===== config.mk =====
export PLATFORM = sky130hd
export DESIGN_NAME = axi4_lite_slave_mem_flat
export DESIGN_NICKNAME = d
export VERILOG_FILES = /design/src/rtl/axi4_lite_slave_mem_pkg.sv /design/src/rtl/axi4_lite_slave_mem_if.sv /design/src/rtl/axi4_lite_strb_mem.sv /design/src/rtl/axi4_lite_slave_mem.sv /design/src/flat_wrapper.sv
export SDC_FILE = /design/constraint.sdc
export NUM_CORES = 2
export LEC_CHECK = 0
export BUFFER_PORTS_ARGS = -buffer_cell sky130_fd_sc_hd__buf_2
export CAP_MARGIN = 0
export CORE_MARGIN = 2
export CORE_UTILIZATION = 40
export CTS_CLUSTER_SIZE = 25
export DETAILED_ROUTE_END_ITERATION = 10
export PLACE_DENSITY = 0.57
export SLEW_MARGIN = 5
export SYNTH_ARGS = -nofsm -noshare
export SYNTH_HDL_FRONTEND = slang
export SYNTH_SLANG_ARGS = --single-unit

===== constraint.sdc =====
create_clock -name ACLK -period 4.5 [get_ports ACLK]
set_input_delay 0.9 -clock ACLK [delete_from_list [all_inputs] [get_ports ACLK]]
set_output_delay 0.9 -clock ACLK [all_outputs]
set_load 0.01 [all_outputs]

===== src/rtl/axi4_lite_slave_mem_pkg.sv =====
// Shared definitions for the AXI4-Lite slave memory: response codes,
// channel FSM state types and the byte-offset helper.
package axi4_lite_slave_mem_pkg;

  localparam logic [1:0] RESP_OKAY   = 2'b00;
  localparam logic [1:0] RESP_SLVERR = 2'b10;

  typedef enum logic [0:0] {WR_IDLE = 1'b0, WR_RESP = 1'b1} wr_state_t;
  typedef enum logic [0:0] {RD_IDLE = 1'b0, RD_RESP = 1'b1} rd_state_t;

  // Number of low address bits that select a byte inside one data word.
  function automatic int unsigned byte_shift(input int unsigned data_width);
    return $clog2(data_width / 32'd8);
  endfunction

endpackage


===== src/rtl/axi4_lite_slave_mem_if.sv =====
// AXI4-Lite bus bundle between master and the slave memory.
interface axi4_lite_slave_mem_if #(
  parameter int unsigned ADDR_WIDTH = 32,
  parameter int unsigned DATA_WIDTH = 32
) ();

  logic [ADDR_WIDTH-1:0]   AWADDR;
  logic                    AWVALID;
  logic                    AWREADY;
  logic [DATA_WIDTH-1:0]   WDATA;
  logic [DATA_WIDTH/8-1:0] WSTRB;
  logic                    WVALID;
  logic                    WREADY;
  logic [1:0]              BRESP;
  logic                    BVALID;
  logic                    BREADY;
  logic [ADDR_WIDTH-1:0]   ARADDR;
  logic                    ARVALID;
  logic                    ARREADY;
  logic [DATA_WIDTH-1:0]   RDATA;
  logic [1:0]              RRESP;
  logic                    RVALID;
  logic                    RREADY;

  modport master (
    output AWADDR, AWVALID, WDATA, WSTRB, WVALID, BREADY, ARADDR, ARVALID, RREADY,
    input  AWREADY, WREADY, BRESP, BVALID, ARREADY, RDATA, RRESP, RVALID
  );

  modport slave (
    input  AWADDR, AWVALID, WDATA, WSTRB, WVALID, BREADY, ARADDR, ARVALID, RREADY,
    output AWREADY, WREADY, BRESP, BVALID, ARREADY, RDATA, RRESP, RVALID
  );

endinterface


===== src/rtl/axi4_lite_strb_mem.sv =====
// Word array with async clear, one byte-strobed write port and one registered
// read port; a same-edge read of the written word returns the old contents.
module axi4_lite_strb_mem #(
  parameter int unsigned DATA_WIDTH = 32,
  parameter int unsigned DEPTH      = 64,
  localparam int unsigned IDX_W     = $clog2(DEPTH),
  localparam int unsigned STRB_W    = DATA_WIDTH / 8
) (
  input  logic                  clk,
  input  logic                  rst_n,
  input  logic                  wr_en,
  input  logic [IDX_W-1:0]      wr_idx,
  input  logic [DATA_WIDTH-1:0] wr_data,
  input  logic [STRB_W-1:0]     wr_strb,
  input  logic                  rd_en,
  input  logic                  rd_zero,
  input  logic [IDX_W-1:0]      rd_idx,
  output logic [DATA_WIDTH-1:0] rd_data
);

  logic [DATA_WIDTH-1:0] mem_r [DEPTH];
  logic [DATA_WIDTH-1:0] rd_data_r;

  // Storage: cleared on reset, byte lanes updated under strobe.
  always_ff @(posedge clk or negedge rst_n) begin
    if (!rst_n) begin
      for (int i = 0; i < int'(DEPTH); i++) begin
        mem_r[i] <= {DATA_WIDTH{1'b0}};
      end
    end else if (wr_en) begin
      for (int b = 0; b < int'(STRB_W); b++) begin
        if (wr_strb[b]) begin
          mem_r[wr_idx][8*b +: 8] <= wr_data[8*b +: 8];
        end
      end
    end
  end

  // Read register: loads only on a captured read, so it holds while the response waits.
  always_ff @(posedge clk or negedge rst_n) begin
    if (!rst_n) begin
      rd_data_r <= {DATA_WIDTH{1'b0}};
    end else if (rd_en) begin
      rd_data_r <= rd_zero ? {DATA_WIDTH{1'b0}} : mem_r[rd_idx];
    end
  end

  assign rd_data = rd_data_r;

endmodule


===== src/rtl/axi4_lite_slave_mem.sv =====
// AXI4-Lite slave memory: address decode plus independent write and read
// channel FSMs in front of a byte-strobed word array.
module axi4_lite_slave_mem
  import axi4_lite_slave_mem_pkg::*;
#(
  parameter int unsigned           ADDR_WIDTH = 32,
  parameter int unsigned           DATA_WIDTH = 32,
  parameter int unsigned           DEPTH      = 64,
  parameter logic [ADDR_WIDTH-1:0] BASE_ADDR  = {ADDR_WIDTH{1'b0}}
) (
  input logic                  ACLK,
  input logic                  ARESETN,
  axi4_lite_slave_mem_if.slave bus
);

  localparam int unsigned           SHIFT  = byte_shift(DATA_WIDTH);
  localparam int unsigned           IDX_W  = $clog2(DEPTH);
  localparam int unsigned           STRB_W = DATA_WIDTH / 8;
  localparam logic [ADDR_WIDTH:0]   SPAN   = (ADDR_WIDTH+1)'(DEPTH * STRB_W);

  // Addresses below the base underflow and are treated as out of range.
  function automatic logic in_range(input logic [ADDR_WIDTH-1:0] addr);
    logic [ADDR_WIDTH-1:0] off;
    off = addr - BASE_ADDR;
    return (addr >= BASE_ADDR) && ({1'b0, off} < SPAN);
  endfunction

  function automatic logic [IDX_W-1:0] word_idx(input logic [ADDR_WIDTH-1:0] addr);
    logic [ADDR_WIDTH-1:0] off;
    off = addr - BASE_ADDR;
    return IDX_W'(off >> SHIFT);
  endfunction

  wr_state_t               wr_state_r;
  logic                    aw_held_r, w_held_r;
  logic [ADDR_WIDTH-1:0]   awaddr_r;
  logic [DATA_WIDTH-1:0]   wdata_r;
  logic [STRB_W-1:0]       wstrb_r;
  logic                    awready_r, wready_r, bvalid_r;
  logic [1:0]              bresp_r;
  rd_state_t               rd_state_r;
  logic                    arready_r, rvalid_r;
  logic [1:0]              rresp_r;
  logic [DATA_WIDTH-1:0]   rdata_s;

  logic                    aw_hs_s, w_hs_s, aw_have_s, w_have_s, commit_s, wr_ok_s;
  logic                    ar_hs_s, rd_ok_s;
  logic [ADDR_WIDTH-1:0]   wr_addr_s;
  logic [DATA_WIDTH-1:0]   wr_data_s;
  logic [STRB_W-1:0]       wr_strb_s;

  // A channel counts as present if it was captured earlier or handshakes on this edge.
  assign aw_hs_s   = bus.AWVALID && awready_r;
  assign w_hs_s    = bus.WVALID && wready_r;
  assign aw_have_s = aw_held_r || aw_hs_s;
  assign w_have_s  = w_held_r || w_hs_s;
  assign wr_addr_s = aw_held_r ? awaddr_r : bus.AWADDR;
  assign wr_data_s = w_held_r ? wdata_r : bus.WDATA;
  assign wr_strb_s = w_held_r ? wstrb_r : bus.WSTRB;
  assign commit_s  = (wr_state_r == WR_IDLE) && aw_have_s && w_have_s;
  assign wr_ok_s   = in_range(wr_addr_s);
  assign ar_hs_s   = bus.ARVALID && arready_r;
  assign rd_ok_s   = in_range(bus.ARADDR);

  // Write channel FSM: collects AW and W in any order, commits, then waits for BREADY.
  always_ff @(posedge ACLK or negedge ARESETN) begin
    if (!ARESETN) begin
      wr_state_r <= WR_IDLE;
      aw_held_r  <= 1'b0;
      w_held_r   <= 1'b0;
      awaddr_r   <= {ADDR_WIDTH{1'b0}};
      wdata_r    <= {DATA_WIDTH{1'b0}};
      wstrb_r    <= {STRB_W{1'b0}};
      awready_r  <= 1'b0;
      wready_r   <= 1'b0;
      bvalid_r   <= 1'b0;
      bresp_r    <= RESP_OKAY;
    end else begin
      case (wr_state_r)
        WR_IDLE: begin
          if (commit_s) begin
            wr_state_r <= WR_RESP;
            aw_held_r  <= 1'b0;
            w_held_r   <= 1'b0;
            awready_r  <= 1'b0;
            wready_r   <= 1'b0;
            bvalid_r   <= 1'b1;
            bresp_r    <= wr_ok_s ? RESP_OKAY : RESP_SLVERR;
          end else begin
            awready_r <= !aw_have_s;
            wready_r  <= !w_have_s;
            if (aw_hs_s) begin
              aw_held_r <= 1'b1;
              awaddr_r  <= bus.AWADDR;
            end
            if (w_hs_s) begin
              w_held_r <= 1'b1;
              wdata_r  <= bus.WDATA;
              wstrb_r  <= bus.WSTRB;
            end
          end
        end
        WR_RESP: begin
          if (bus.BREADY) begin
            wr_state_r <= WR_IDLE;
            bvalid_r   <= 1'b0;
            awready_r  <= 1'b1;
            wready_r   <= 1'b1;
          end
        end
        default: begin
          wr_state_r <= WR_IDLE;
          bvalid_r   <= 1'b0;
        end
      endcase
    end
  end

  // Read channel FSM: one outstanding read, response held until RREADY.
  always_ff @(posedge ACLK or negedge ARESETN) begin
    if (!ARESETN) begin
      rd_state_r <= RD_IDLE;
      arready_r  <= 1'b0;
      rvalid_r   <= 1'b0;
      rresp_r    <= RESP_OKAY;
    end else begin
      case (rd_state_r)
        RD_IDLE: begin
          if (ar_hs_s) begin
            rd_state_r <= RD_RESP;
            arready_r  <= 1'b0;
            rvalid_r   <= 1'b1;
            rresp_r    <= rd_ok_s ? RESP_OKAY : RESP_SLVERR;
          end else begin
            arready_r <= 1'b1;
          end
        end
        RD_RESP: begin
          if (bus.RREADY) begin
            rd_state_r <= RD_IDLE;
            arready_r  <= 1'b1;
            rvalid_r   <= 1'b0;
          end
        end
        default: begin
          rd_state_r <= RD_IDLE;
          rvalid_r   <= 1'b0;
        end
      endcase
    end
  end

  axi4_lite_strb_mem #(
    .DATA_WIDTH (DATA_WIDTH),
    .DEPTH      (DEPTH)
  ) u_mem (
    .clk     (ACLK),
    .rst_n   (ARESETN),
    .wr_en   (commit_s && wr_ok_s),
    .wr_idx  (word_idx(wr_addr_s)),
    .wr_data (wr_data_s),
    .wr_strb (wr_strb_s),
    .rd_en   (ar_hs_s),
    .rd_zero (!rd_ok_s),
    .rd_idx  (word_idx(bus.ARADDR)),
    .rd_data (rdata_s)
  );

  assign bus.AWREADY = awready_r;
  assign bus.WREADY  = wready_r;
  assign bus.BVALID  = bvalid_r;
  assign bus.BRESP   = bresp_r;
  assign bus.ARREADY = arready_r;
  assign bus.RVALID  = rvalid_r;
  assign bus.RRESP   = rresp_r;
  assign bus.RDATA   = rdata_s;

endmodule


===== src/flat_wrapper.sv =====
// flat-port wrapper written by rule: the top's interface ports become plain ports
module axi4_lite_slave_mem_flat import axi4_lite_slave_mem_pkg::*;
#(
  parameter int unsigned           ADDR_WIDTH = 32,
  parameter int unsigned           DATA_WIDTH = 32,
  parameter int unsigned           DEPTH      = 64,
  parameter logic [ADDR_WIDTH-1:0] BASE_ADDR  = {ADDR_WIDTH{1'b0}}
)
  (ACLK, ARESETN, bus_AWADDR, bus_AWVALID, bus_WDATA, bus_WSTRB, bus_WVALID, bus_BREADY, bus_ARADDR, bus_ARVALID, bus_RREADY, bus_AWREADY, bus_WREADY, bus_BRESP, bus_BVALID, bus_ARREADY, bus_RDATA, bus_RRESP, bus_RVALID);
  axi4_lite_slave_mem_if #(.ADDR_WIDTH(ADDR_WIDTH), .DATA_WIDTH(DATA_WIDTH)) bus_i ();
  input logic ACLK;
  input logic ARESETN;
  input wire logic [$bits(bus_i.AWADDR)-1:0] bus_AWADDR;
  input wire logic [$bits(bus_i.AWVALID)-1:0] bus_AWVALID;
  input wire logic [$bits(bus_i.WDATA)-1:0] bus_WDATA;
  input wire logic [$bits(bus_i.WSTRB)-1:0] bus_WSTRB;
  input wire logic [$bits(bus_i.WVALID)-1:0] bus_WVALID;
  input wire logic [$bits(bus_i.BREADY)-1:0] bus_BREADY;
  input wire logic [$bits(bus_i.ARADDR)-1:0] bus_ARADDR;
  input wire logic [$bits(bus_i.ARVALID)-1:0] bus_ARVALID;
  input wire logic [$bits(bus_i.RREADY)-1:0] bus_RREADY;
  output wire logic [$bits(bus_i.AWREADY)-1:0] bus_AWREADY;
  output wire logic [$bits(bus_i.WREADY)-1:0] bus_WREADY;
  output wire logic [$bits(bus_i.BRESP)-1:0] bus_BRESP;
  output wire logic [$bits(bus_i.BVALID)-1:0] bus_BVALID;
  output wire logic [$bits(bus_i.ARREADY)-1:0] bus_ARREADY;
  output wire logic [$bits(bus_i.RDATA)-1:0] bus_RDATA;
  output wire logic [$bits(bus_i.RRESP)-1:0] bus_RRESP;
  output wire logic [$bits(bus_i.RVALID)-1:0] bus_RVALID;
  assign bus_i.AWADDR = bus_AWADDR;
  assign bus_i.AWVALID = bus_AWVALID;
  assign bus_i.WDATA = bus_WDATA;
  assign bus_i.WSTRB = bus_WSTRB;
  assign bus_i.WVALID = bus_WVALID;
  assign bus_i.BREADY = bus_BREADY;
  assign bus_i.ARADDR = bus_ARADDR;
  assign bus_i.ARVALID = bus_ARVALID;
  assign bus_i.RREADY = bus_RREADY;
  assign bus_AWREADY = bus_i.AWREADY;
  assign bus_WREADY = bus_i.WREADY;
  assign bus_BRESP = bus_i.BRESP;
  assign bus_BVALID = bus_i.BVALID;
  assign bus_ARREADY = bus_i.ARREADY;
  assign bus_RDATA = bus_i.RDATA;
  assign bus_RRESP = bus_i.RRESP;
  assign bus_RVALID = bus_i.RVALID;
  axi4_lite_slave_mem #(.ADDR_WIDTH(ADDR_WIDTH), .DATA_WIDTH(DATA_WIDTH), .DEPTH(DEPTH), .BASE_ADDR(BASE_ADDR)) u_core (.ACLK(ACLK), .ARESETN(ARESETN), .bus(bus_i));
endmodule

==> flow_summary.toml <==
[logic_synthesis]
yosys_warnings = 0
netlist_top_cells_area = "dfrtp_1 55%, o21ai_0 18%, mux4_2 10%"
synth_edf_count = 0
yosys_register_bits = 2157
synth.top_cell.area_share = 0.549
netlist_instances = 9018
ys_seq_area_frac = 0.549
synth_cell_types = 60
avgSynthCellArea_um2 = 10.9
syn_area_um2 = 98300
async_reset_ff_frac = 1.00
synthDominantAreaCellType = "dfrtp_1"
ys.flop_type = "dfrtp_1"
synthTopCellsByCount = "3517 x o21ai_0, 2157 x dfrtp_1, 884 x clkbuf_1"
yosysMostFrequentCell = "o21ai_0"

[timing]
max_freq_mhz = 258
skew_ns = 0.0511
period_share = 0.862
grt_setup_unrepaired = "false"
fin_crit_ns = 3.88
worst_slew_margin_rel = 0.149
setup_viol = 0
hold_violations = 0
fin_setup_tns_ns = 0
worst_slew_pin_slew_ns = 1.27
holdWs_ns = 0.0495
slew_viol_final = 0
fin_ws_ns = 0.621

[cts]
cts_tree = "built"
htree_num_levels = 4
cts_root_buffer = "clkbuf_16"
clock_sinks = 2157
cts-resized-gates = 0
post_cts_buffers = 0
holdBufCountCts = 0
clkTransAtPathRegs_ns = 0.06
cts_max_path_buffers = 3
numCtsBuffers = 223
clock_latency_ns = 0.91

[outcome]
status = "complete, no violations"

[worst_setup_path]
crit_arrival_ns = 4.62
cp_slowest_cell = "o2111ai_1"
reg2reg_depth = 7
crit_path_start_kind = "flip-flop"
slowest_delay_ns = 0.87
worst-path-buf-inv = 1
cp-end-kind = "flip-flop"
cpLargestDelayFamily = "simple AND/OR/NAND/NOR gates"
critical_path.cell_chain = "buf_4 > mux2i_1 > or3_1 > nor3_4 > o2111ai_1 > nand2_1 > o21ai_0"
worstPathMaxFanout = 14
path_class = "reg2reg"
required_ns = 5.24
crit_cells = 7

[place]
finalWeightedCongestion = 0.887
port_buffers = 141
place_hpwl_mm = 224
dp_slack_ns = 0.388
place_area_um2 = 104000

[flow_run]
maxCapViolCount = 0

[cells_and_area]
syn_to_final_growth_pct = 13.1
multiInputGateArea_um2 = 40400
drive_gt1_frac = 0.185
final_cell_area_um2 = 111000
seq_area_um2 = 54000
fill_cells = 22316
nets = 8868

[routing]
dr.pass1.iters = 6
vias_per_cell = 6.36
drt_iter0_drc = 9300
post_drt_wl_per_cell_um = 29.1
num_vias = 77375
drtAntennaViolNets = 0
drc_errors = 0
routed_wl_mm = 354

[pwr]
peakVddDrop_mv = 0.452
powerDensity_nw_per_um2 = 414
total_leakage_power_nw = 48.0
pwr-share-seq = 0.435
swShare = 0.301
p_comb_frac = 0.149
p_total_mw = 46.1
power.net_switching_mw = 13.9
cell_internal_pwr_mw = 32.2
power_frac_clock = 0.416

[grt]
grt_max_degree = 241
grt_antenna_before_repair = 15
grt_pass1_wl_mm = 521
gr-usage-all-layers = 0.279
grt_pass1_vias = 76213
grt.overflow.total = 0

[floorplanning]
rows = 181
start_util = 0.403
die_h_um = 500
core_um2 = 244000
ioPinCount = 148
die_x_um = 500
dieArea_um2 = 250000

[min_path]
min_path_type = "in2async"
[cells in the final DEF, fill, tap and decap left out, drive strengths merged, types with 3 or more instances in the layout]
cell / synthesis / final
buf: 167 / 569
nor2b: 10 / 10
and2: 11 / 11
clkinv: 1 / 45
or2: 242 / 242
clkinvlp: 0 / 6
nand4: 3 / 3
dfrtp: 2157 / 2157
a21o: 9 / 9
nor2: 43 / 43
clkbuf: 885 / 344
o211ai: 9 / 9
o31ai: 7 / 7
a221oi: 5 / 5
a211o: 4 / 4
a2111oi: 12 / 12
nand2b: 19 / 19
a22oi: 88 / 88
a22o: 16 / 16
nand2: 279 / 279
nand3: 34 / 34
nor3: 18 / 18
nor4: 20 / 20
mux2i: 303 / 303
o211a: 7 / 7
mux2: 93 / 93
a31oi: 15 / 15
o21ai: 3919 / 3919
o22a: 5 / 5
bufinv: 0 / 11
a211oi: 41 / 41
o22ai: 18 / 18
inv: 49 / 55
mux4: 457 / 457
o221ai: 22 / 22
a21oi: 12 / 12
a32o: 5 / 5
o2111ai: 22 / 22
diode: 0 / 14
[through the flow]
step                      instances   util
after detailed placement      11738  0.425
after global routing          12151  0.456
after CTS                     12149  0.456
after global placement        11738  0.425
final                         12163  0.456
after floorplan                9019      -
[final timing paths]
kind / from / to / slack, ns
min: ARESETN / u_core.u_mem.mem_r[1053] / 0.05
max: u_core.aw_held_r / u_core.u_mem.mem_r[1038] / 0.62
min in group ACLK: bus_RREADY / u_core.bus.RVALID / 0.22
min reg2reg: u_core.u_mem.mem_r[1052] / u_core.u_mem.mem_r[1052] / 0.48
max reg2reg: u_core.aw_held_r / u_core.u_mem.mem_r[1038] / 0.62
max in group asynchronous: ARESETN / u_core.u_mem.mem_r[1375] / 3.12
[cell families after synthesis]
logic type / count (synthesis) / share of synthesized area
flops: 2157 / 0.549
simple gates: 685 / 0.0355
other cells: 1 / 0.0000382
compound gates: 4220 / 0.224
buf+inv: 1102 / 0.0452
mux: 853 / 0.146
[sequential cells by signal, summed over array words and instances (netlist names), 4 cells and up]
signal,flops
u_core.wstrb_r,4
u_core.u_mem.mem_r,2048
u_core.awaddr_r,30
u_core.u_mem.rd_data,32
u_core.wdata_r,32
[power by group through the flow]
stage / Clock (mW) / Combinational (mW) / Sequential [mW]
floorplan: 0 / 3.18 / 20.2
global placement: 0 / 6.66 / 20.4
detailed placement: 0 / 6.75 / 20.4
CTS: 19.3 / 6.75 / 20.1
global route: 20.1 / 7.08 / 20.1
finish: 19.1 / 6.86 / 20.1
[cell type report]
class,instances,area share
diodes,14,0.000315
clock buffers,344,0.0605
clock inverters,67,0.00749
inverters,50,0.00171
multi-input cells,5760,0.363
flip-flops and latches,2157,0.486
well taps,3202,0.0360
repair buffers,569,0.0453
[layer usage]
metal / share of wire / up-vias / global-route usage
met3: 0.085 / 758 / 0.0550
li1: - / 32404 / -
met4: 0.053 / 6 / 0.141
met2: 0.46 / 3833 / 0.435
met5: 0.00010 / - / 0
met1: 0.40 / 40374 / 0.373
(Power assumes the default switching activity.)
